===== src/rtl/rtc_bus_sequencer.sv =====
// Burst sequencer feeding the RTC bus timing generator: one en_esc/en_lect transaction per register,
// muxes address/write data onto the shared A/D bus and captures read bytes on each data window.
module rtc_bus_sequencer #(
    parameter int unsigned NREG      = 6,
    parameter logic [63:0] ADDR_LIST = 64'h0000_2625_2423_2221,
    parameter int unsigned GAP_CYC   = 3,
    parameter logic [7:0]  TIMEOUT   = 8'd120
) (
    input  logic              clk,
    input  logic              reset,
    input  logic              req_wr,
    input  logic              req_rd,
    input  logic [8*NREG-1:0] wr_data,
    output logic [8*NREG-1:0] rd_data,
    output logic              busy,
    output logic              done,
    output logic              err,
    output logic              en_esc,
    output logic              en_lect,
    input  logic              dir_flag,
    input  logic              dat_flag,
    input  logic              cambio_est,
    input  logic              en_tristate,
    output logic [7:0]        ad_out,
    output logic              ad_oe,
    input  logic [7:0]        ad_in
);

    localparam int IW = (NREG > 1) ? $clog2(NREG) : 1;
    localparam int GW = (GAP_CYC > 1) ? $clog2(GAP_CYC) : 1;
    localparam int BW = IW + 3;

    typedef enum logic [2:0] {
        S_IDLE  = 3'd0,
        S_RUN   = 3'd1,
        S_GAP   = 3'd2,
        S_DONE  = 3'd3,
        S_ABORT = 3'd4
    } state_t;

    state_t            state_q, state_d;
    logic [IW-1:0]     idx_q, idx_d;
    logic              mode_q, mode_d;
    logic [7:0]        wdog_q, wdog_d;
    logic [GW-1:0]     gap_q, gap_d;
    logic [8*NREG-1:0] rd_data_q, rd_data_d;
    logic              en_esc_q, en_esc_d;
    logic              en_lect_q, en_lect_d;
    logic              dat_prev_q;
    logic              cap_q, cap_d;
    logic              cap_en;
    logic [BW-1:0]     bsel;

    assign bsel = {idx_q, 3'b000};

    // One capture per transaction: dat_flag rising edge, latched off until the next RUN entry.
    assign cap_en = (state_q == S_RUN) && !mode_q && dat_flag && !dat_prev_q && !cap_q;

    always_comb begin
        state_d   = state_q;
        idx_d     = idx_q;
        mode_d    = mode_q;
        wdog_d    = wdog_q;
        gap_d     = gap_q;
        rd_data_d = rd_data_q;
        cap_d     = cap_q;

        unique case (state_q)
            S_IDLE: begin
                wdog_d = '0;
                if (req_wr || req_rd) begin
                    mode_d  = req_wr;
                    idx_d   = '0;
                    state_d = S_RUN;
                end
            end
            S_RUN: begin
                if (wdog_q != TIMEOUT) wdog_d = wdog_q + 8'd1;
                if (cambio_est) begin
                    state_d = S_GAP;
                    gap_d   = '0;
                end else if (wdog_q == TIMEOUT) begin
                    state_d = S_ABORT;
                end
            end
            S_GAP: begin
                if (gap_q != GW'(GAP_CYC - 1)) begin
                    gap_d = gap_q + GW'(1);
                end else if (!cambio_est) begin
                    if (idx_q == IW'(NREG - 1)) begin
                        state_d = S_DONE;
                    end else begin
                        idx_d   = idx_q + IW'(1);
                        wdog_d  = '0;
                        state_d = S_RUN;
                    end
                end
            end
            S_DONE:  state_d = S_IDLE;
            S_ABORT: state_d = S_IDLE;
            default: state_d = S_IDLE;
        endcase

        if (cap_en) begin
            rd_data_d[bsel +: 8] = ad_in;
            cap_d                = 1'b1;
        end
        if (state_q != S_RUN && state_d == S_RUN) cap_d = 1'b0;
    end

    // Enables are registered from next state so they drop the cycle after cambio_est.
    assign en_esc_d  = (state_d == S_RUN) &&  mode_d;
    assign en_lect_d = (state_d == S_RUN) && !mode_d;

    always_ff @(posedge clk or posedge reset) begin
        if (reset) begin
            state_q    <= S_IDLE;
            idx_q      <= '0;
            mode_q     <= 1'b0;
            wdog_q     <= '0;
            gap_q      <= '0;
            rd_data_q  <= '0;
            en_esc_q   <= 1'b0;
            en_lect_q  <= 1'b0;
            dat_prev_q <= 1'b0;
            cap_q      <= 1'b0;
        end else begin
            state_q    <= state_d;
            idx_q      <= idx_d;
            mode_q     <= mode_d;
            wdog_q     <= wdog_d;
            gap_q      <= gap_d;
            rd_data_q  <= rd_data_d;
            en_esc_q   <= en_esc_d;
            en_lect_q  <= en_lect_d;
            dat_prev_q <= dat_flag;
            cap_q      <= cap_d;
        end
    end

    assign rd_data = rd_data_q;
    assign en_esc  = en_esc_q;
    assign en_lect = en_lect_q;
    assign busy    = (state_q != S_IDLE);
    assign done    = (state_q == S_DONE);
    assign err     = (state_q == S_ABORT);

    assign ad_out = dir_flag ? ADDR_LIST[bsel +: 8] : wr_data[bsel +: 8];
    assign ad_oe  = en_tristate && (dir_flag || (dat_flag && mode_q)) && (state_q == S_RUN);

endmodule


===== config.mk =====
export PLATFORM = sky130hd
export DESIGN_NAME = rtc_bus_sequencer
export DESIGN_NICKNAME = d
export VERILOG_FILES = /design/src/rtl/rtc_bus_sequencer.sv
export SDC_FILE = /design/constraint.sdc
export NUM_CORES = 1
export LEC_CHECK = 0
export BUFFER_PORTS_ARGS = -buffer_cell sky130_fd_sc_hd__buf_2
export CAP_MARGIN = 40
export CORE_UTILIZATION = 45
export DETAILED_ROUTE_END_ITERATION = 12
export HOLD_SLACK_MARGIN = 0.08
export PLACE_DENSITY = 0.8
export SETUP_SLACK_MARGIN = 0.02
export SKIP_LAST_GASP = 1
export SLEW_MARGIN = 25
export SYNTH_ARGS = -nofsm -noshare
export SYNTH_HDL_FRONTEND = slang
export SYNTH_SLANG_ARGS = --single-unit

===== constraint.sdc =====
create_clock -name clk -period 2.68 [get_ports clk]
set_input_delay 0.134 -clock clk [delete_from_list [all_inputs] [get_ports clk]]
set_output_delay 0.134 -clock clk [all_outputs]
set_load 0.005 [all_outputs]

==> Word-level counts from Yosys, hierarchy flattened <==
Cells that the tools add are included.
{ "classes": {"eq_ne": 17, "mux": 26, "reduce_logical": 25, "add_sub_neg": 4, "n_shift": 4} }
{ "op_table": {"columns": ["op", "count"], "rows": [
  ["64-bit by 7-bit variable part select with 8-bit output (first input constant)", 1],
  ["48-bit bitwise mux", 1],
  ["8-bit by 8-bit variable shift with 48-bit output (first input constant)", 1],
  ["48-bit by 7-bit variable part select with 8-bit output", 1],
  ["8-bit by 8-bit variable part select with 48-bit output", 1],
  ["8-bit two-way mux", 5],
  ["3-bit two-way mux", 9],
  ["8-bit case mux with 3 select lines", 1],
  ["2-bit inequality test (second input constant)", 7],
  ["1-bit logical AND", 10],
  ["5-bit AND reduction", 2],
  ["3-bit case mux with 3 select lines", 1],
  ["8-bit by 1-bit adder with 8-bit output (second input constant)", 1],
  ["8-bit by 7-bit == test with 1-bit output (second input constant)", 1],
  ["8-bit by 7-bit inequality test with 1-bit output (second input constant)", 1],
  ["6-bit negator with 8-bit output", 1],
  ["3-bit by 1-bit == test with 1-bit output (second input constant)", 2],
  ["3-bit by 2-bit == test with 1-bit output (second input constant)", 2],
  ["3-bit == test (second input constant)", 2],
  ["2-bit two-way mux", 3],
  ["3-bit case mux with 2 select lines", 1],
  ["2-bit nonzero test", 3],
  ["3-bit nonzero test", 2],
  ["1-bit logical NOT", 4],
  ["9 further kinds", 13]
]} }
{ "word_totals": {"elab_cells": 86, "output_inout_bits": 62, "input_bits": 64, "register_bits": 69} }

==> Logic depth before layout (Yosys ltp) <==
Gate-level depths: netlist (run 1).
{ "logic_depth": {"word_depth": 8, "ltp_mapped": 8, "ltp_nobuf": 6} }

==> Least setup slack after synthesis (run 1) <==
Ideal clock, no wire load.
{ "synth_path": {"path_type": "flip-flop to flip-flop", "startpoint": "register idx_q[1]", "endpoint": "register rd_data_q[25], in the netlist rd_data[25]", "path_slack_ps": 158, "arrival_time_ps": 2457, "setup_ps": 65, "stages_incl_launch_ff": 9, "required_ps": 2615, "synth_period_minus_slack_ps": 2522, "n_path_buf": 2, "path_cell_list": "dfrtp_1 buf_1 clkinv_1 ha_1 ha_1 buf_2 nor4b_1 and3_2 a22o_1"} }
{ "synth_between": {"elab_chain_len": 3, "word_cells_on_any_way": 4, "classes_between": "1 x add/sub; 2 x shift; 1 x mux"} }
{ "synth_rtl": {"columns": ["element", "line", "rtl"], "rows": [
  ["start, declared", "42", "logic [IW-1:0] idx_q, idx_d;"],
  ["start signal, assigned", "129", "idx_q <= idx_d;"],
  ["6-bit negator with 8-bit output (*)", "105", "rd_data_d[bsel +: 8] = ad_in;"],
  ["8-bit by 8-bit variable part select with 48-bit output or 8-bit by 8-bit variable shift with 48-bit output (tied branches)", "105", null],
  ["48-bit bitwise mux (*)", "105", null],
  ["end signal, assigned", "133", "rd_data_q <= rd_data_d;"],
  ["end, declared", "46", "logic [8*NREG-1:0] rd_data_q, rd_data_d;"]
]} }
Every way passes the cells marked *; elsewhere a longest branch is shown, timed or not.
A chain may end at the register's enable or synchronous reset.

==> Final worst setup path (run 1) <==
{ "layout_path": {"startpoint": "register idx_q[0]", "endpoint": "register rd_data_q[43], in the netlist rd_data[43]"} }
The elaborated chain is that of the path after synthesis.

==> out/metrics.cfg, run 1 <==
[global_routing]
antenna_found_initial=0
grt_max_degree=36
grt_usage=0.231
grt_overflow=0
first_global_vias=3186
grt_pass1_wl_um=15200

[clock_network]
cts-root-buf=clkbuf_8
clockBufferDepth=2
cts_tree=done
cts-buffers-inserted=9
clock_latency_ns=0.35
cts.clk_slew.worst_paths_ns=0.08
cts_sinks=69
cts.htree.levels=3

[synth]
synth-async-reset-ratio=1.00
ys_seq_area_frac=0.476
synth.distinct_cells=51
netlist_area_mm2=0.00363
yosys_warnings=0
synth-edff-count=0
syn_inst=328
syn-num-nets=401
syn_avg_cell_area_um2=11.1
ys_ff_latch=69
synth_ff_type=dfrtp_1

[die]
die_y_um=91.8
core_mm2=0.00777
dieArea_mm2=0.00843
die_w_um=91.8
num_rows=32
initial_core_util=0.467
num_io_pins=126

[detailed_routing]
wl_per_cell_um=16.0
drtPass1Iterations=4
wirelength_um=9270
drc_errors=0
num_vias=3188
vias_per_cell=5.51
drtAntennaViolNets=0
drtIter0Drc=192

[finish]
antennaDiodeCount=0
final_cell_mix=buf_2 (125), dfrtp_1 (69), mux2_2 (37)
fin_nets=545
syn_to_final_growth_pct=31.1
mostFrequentLayoutCell=buf_2
drive_above_1_share=0.426
nFillCells=663

[timing]
finalCritPeriodShare=0.862
hold_violations=0
max_slew.worst_pin.slew_ns=0.735
whs_ns=0.130
relSlewSlack=0.509
skew_ns=0.00802
setup_viol=0
rsz0062_at_grt=false
fin_crit_ns=2.31
tns_ns=0
slew_viol_final=0
fmax_ghz=0.433

[run]
cap_violations=0

[worst_hold_path]
hold_path_depth=3
min_from=req_rd
min_path_type=input pin to flip-flop
holdPathEnd=mode_q$_DFF_PP0_

[setup_path]
reg2reg_from=idx_q[0]$_DFFE_PP0P_
reg2reg_depth=5
rrSetupSlack_ns=0.37
path_class=flip-flop to flip-flop
crit_buf_inv=1
critPathLaunchType=flip-flop
required_ns=2.96
reg2reg_to=rd_data[43]$_DFFE_PP0P_
critPathTopFamily=simple AND/OR/NAND/NOR gates
critPathCaptureType=flip-flop
crit_arrival_ns=2.59
cp_max_fo=13
critPathSlowestCell=nor3b_1
path_cells=clkinv_1 -> ha_1 -> nor3b_1 -> and2_1 -> mux2_2
cpPeakStageDelay_ns=0.66

[place]
place.gp.congestion=0.878
place_hpwl_um=6900
portBuffers=125

[power_and_ir_drop]
peakVddDrop_uv=462
powerDensity_mw_per_mm2=665
leakage_nw=2.49

[run_status]
status=finished clean

## power breakdown
group / switching (mW) / leakage, nW / total (mW) / internal (mW)
sequential: 0.127 / 0.897 / 1.31 / 1.18
clock: 0.435 / 0.113 / 0.975 / 0.540
combinational: 0.463 / 1.48 / 0.878 / 0.415
## synthesized netlist by cell type, types with 4 or more instances
cell type / number / area (um^2)
clkbuf_1: 8 / 30.0
nand3_2: 5 / 50.1
mux2i_1: 13 / 130
mux4_2: 4 / 90.1
ha_1: 9 / 113
nor3b_1: 9 / 67.6
mux2_2: 37 / 417
a21oi_1: 18 / 90.1
a22o_1: 7 / 61.3
o31ai_1: 5 / 37.5
inv_1: 18 / 67.6
nor2_1: 16 / 60.1
and2_1: 9 / 56.3
dfrtp_1: 69 / 1730
nor3_1: 7 / 35.0
o21ai_0: 13 / 65.1
and3_1: 8 / 50.1
nand2_1: 17 / 63.8
## worst reg2reg max path, cell delays in order, from the launching register on
cell and delay, ns:
dfrtp_1 0.37, clkinv_1 0.23, ha_1 0.58, nor3b_1 0.66, and2_1 0.25, mux2_2 0.16
## per-stage QoR
stage	instance area (um^2)	util	power, mW	setup slack [ns]	std cells
finish	4760	0.612	3.16	0.370	579
global route	4760	0.612	3.36	0.173	579
CTS	4740	0.610	3.18	0.358	578
detailed placement	4390	0.565	2.19	0.377	550
global placement	4390	0.565	2.15	0.469	550
floorplan	3630	-	1.87	0.158	328
## flip-flops by register name, summed over array words and instances (netlist names)
name / cells
en_lect: 1
dat_prev_q: 1
cap_q: 1
state_q: 3
mode_q: 1
rd_data: 48
en_esc: 1
wdog_q: 8
gap_q: 2
idx_q: 3
## worst max path at each step
stage	from	endpoint	cells past startpoint	slack, ns
after floorplan	idx_q[1]$_DFFE_PP0P_	rd_data[25]$_DFFE_PP0P_	8	0.16
after global placement	idx_q[0]$_DFFE_PP0P_	rd_data[34]$_DFFE_PP0P_	6	0.47
after detailed placement	idx_q[0]$_DFFE_PP0P_	rd_data[43]$_DFFE_PP0P_	5	0.38
after CTS	idx_q[0]$_DFFE_PP0P_	rd_data[43]$_DFFE_PP0P_	5	0.36
after global routing	idx_q[1]$_DFFE_PP0P_	rd_data[43]$_DFFE_PP0P_	5	0.17
final	idx_q[0]$_DFFE_PP0P_	rd_data[43]$_DFFE_PP0P_	5	0.37
## metal layers
| layer | vias up | global-route usage | share of wire |
|---|---|---|---|
| met5 | - | 0 | 0 |
| met2 | 112 | 0.381 | 0.50 |
| met3 | 23 | 0.0448 | 0.045 |
| li1 | 1492 | - | - |
| met1 | 1561 | 0.297 | 0.43 |
| met4 | 0 | 0.102 | 0.028 |
## final cells by class
cell class | count | area (um^2) | area share
multi-input combinational | 225 | 1770 | 0.372
sequential | 69 | 1730 | 0.363
timing repair buffer | 146 | 826 | 0.174
tap | 102 | 128 | 0.0268
clock buffer | 9 | 124 | 0.0260
clock inverter | 7 | 105 | 0.0221
inverter | 21 | 78.8 | 0.0166
## logic make-up after synthesis
family | after synthesis | share of synthesized area
XOR/XNOR | 1 | 0.00241
flip-flops | 69 | 0.476
buffers and inverters | 34 | 0.0369
adder cells (fa/ha/maj) | 9 | 0.0310
multiplexers | 55 | 0.179
AO/OA/AOI/OAI | 64 | 0.115
AND/OR/NAND/NOR | 96 | 0.160
## timing repair
item,in CTS,in global routing
hold buffers,12,0
resized for setup,0,0
hold endpoints to repair,48,0
setup buffers,0,0
Power figures use the tool's default switching activity.
==> run 2: changes to the inputs <==
--- a/config.mk
+++ b/config.mk
@@ -12,4 +12,5 @@
 export HOLD_SLACK_MARGIN = 0.08
 export PLACE_DENSITY = 0.8
+export RECOVER_POWER = 100
 export SETUP_SLACK_MARGIN = 0.02
 export SKIP_LAST_GASP = 1
==> constraint.sdc (replaced) <==
create_clock -name clk -period 2.68 [get_ports clk]
set_input_delay 0.134 -clock clk [delete_from_list [all_inputs] [get_ports clk]]
set_output_delay 0.134 -clock clk [all_outputs]
set_load 0.05 [all_outputs]
==> run 2 against run 1 <==
Against the previous run: register-to-register slack got worse by 0.11 ns; clock power about the same; hold slack got worse by 0.0059 ns; final cell count unchanged; flip-flop and latch count unchanged; critical path type unchanged; highest routed layer unchanged; largest power group unchanged; first-iteration DRC count increased by 9.4%; design area decreased by 2.2%; clock skew decreased by 0.00080 ns.
==> out/metrics.cfg, run 2 (same netlist as run 1, synthesis figures left out) <==
[power_and_ir_drop]
intPower_mw=2.10
leakage_nw=2.26
pwr-share-comb=0.350
p_clk_frac=0.277
swShare=0.404
finalPower_mw=3.52
powerDensity_mw_per_mm2=757
peakVddDrop_uv=532
p_switching_mw=1.42
pwr-share-seq=0.373

[global_routing]
grt_pass1_wl_um=15200
antenna_found_initial=0
grt_usage=0.231
grt_overflow=0
first_global_vias=3186
grt_max_degree=36

[place]
place.gp.congestion=0.878
place_hpwl_um=6900
portBuffers=125

[setup_path]
critPathLaunchType=flip-flop
path_class=flip-flop to flip-flop
cp_max_fo=9
required_ns=2.92
critPathCaptureType=flip-flop
crit_arrival_ns=2.66

[die]
initial_core_util=0.467
core_mm2=0.00777
die_w_um=91.8
dieArea_mm2=0.00843
num_io_pins=126
num_rows=32
die_y_um=91.8

[run]
cap_violations=0

[clock_network]
cts.htree.levels=3
post_cts_buffers=0
cts_tree=done
cts-root-buf=clkbuf_8
postCtsResizedCells=0
clockBufferDepth=2
cts-buffers-inserted=9
cts_sinks=69
cts.clk_slew.worst_paths_ns=0.08
clock_latency_ns=0.35

[timing]
setup_viol=0
max_slew.worst_pin.slew_ns=1.35
slew_viol_final=0
relSlewSlack=0.0994
rsz0062_at_grt=false
fmax_ghz=0.413
fin_crit_ns=2.42
hold_violations=0
whs_ns=0.124
skew_ns=0.00721
finalCritPeriodShare=0.903
tns_ns=0

[detailed_routing]
vias_per_cell=5.49
num_vias=3181
drc_errors=0
wirelength_um=9300
drtAntennaViolNets=0
wl_per_cell_um=16.1
drtPass1Iterations=4
drtIter0Drc=210

[finish]
nFillCells=707
mostFrequentLayoutCell=dfrtp_1
fin_nets=545
antennaDiodeCount=0
drive_above_1_share=0.285
syn_to_final_growth_pct=28.2
final_cell_mix=dfrtp_1 (69), buf_2 (62), clkbuf_1 (62)
final_util=0.599
largest_reg_flops=48

[run_status]
status=finished clean

[worst_hold_path]
min_path_type=input pin to flip-flop

[run 2: cell count changes in the layout (fill, tap and decap cells not counted), moves of 9 or more]
| cell | before | now |
|---|---|---|
| buf_2 | 125 | 62 |
| and2_1 | 9 | 0 |
| clkbuf_1 | 0 | 62 |
| and2_0 | 0 | 9 |
[run 2: final timing paths]
check	slack, ns	to	startpoint	depth (start not counted)
setup / recovery	0.26	rd_data[39]$_DFFE_PP0P_	idx_q[0]$_DFFE_PP0P_	6
hold / removal	0.12	mode_q$_DFF_PP0_	req_rd	3
setup reg to reg	0.26	rd_data[39]$_DFFE_PP0P_	idx_q[0]$_DFFE_PP0P_	6
hold reg to reg	0.47	gap_q[0]$_DFFE_PP0P_	gap_q[0]$_DFFE_PP0P_	1
max in group asynchronous	0.74	rd_data[11]$_DFFE_PP0P_	reset	5
min in group asynchronous	0.21	wdog_q[4]$_DFFE_PP0P_	reset	3
[run 2: power groups by stage]
stage	clock network (mW)	logic, mW	registers (mW)
2_1_floorplan	0	0.707	1.55
3_3_place_gp	0	1.23	1.32
3_5_place_dp	0	1.26	1.33
4_1_cts	0.993	1.27	1.31
5_1_grt	1.05	1.33	1.33
6_report	0.975	1.23	1.31
[run 2: critical path: stages (launching register included)]
cell and delay (ns):
dfrtp_1 0.37, clkinv_1 0.23, ha_1 0.29, ha_1 0.40, nor3b_1 0.22, nand3_1 0.40
mux2_2 0.41
[run 2: through the flow]
step,instance area [um^2],std cells,worst slack [ns]
after CTS,4740,578,0.286
final,4650,579,0.259
after floorplan,3630,328,0.156
after global routing,4650,579,0.137
after global placement,4390,550,0.469
after detailed placement,4390,550,0.377
[run 2: repair_timing]
action,in CTS,in global routing
hold buffers,12,0
endpoints found under the setup margin,0,0
hold endpoints to repair,48,0
[run 2: layout make-up]
type | count | area, um^2 | share of cell area
multi-input cells | 225 | 1750 | 0.376
clock inverters | 7 | 105 | 0.0226
flip-flops and latches | 69 | 1730 | 0.371
repair buffers | 146 | 741 | 0.159
inverters | 21 | 78.8 | 0.0169
clock buffers | 9 | 124 | 0.0266
well taps | 102 | 128 | 0.0274
[run 2: layer usage]
| metal | global-route usage | up-vias | wire length [um] |
|---|---|---|---|
| met2 | 0.381 | 117 | 4600 |
| met4 | 0.102 | 0 | 248 |
| met5 | 0 | - | 0 |
| li1 | - | 1497 | - |
| met3 | 0.0448 | 25 | 514 |
| met1 | 0.297 | 1542 | 3940 |
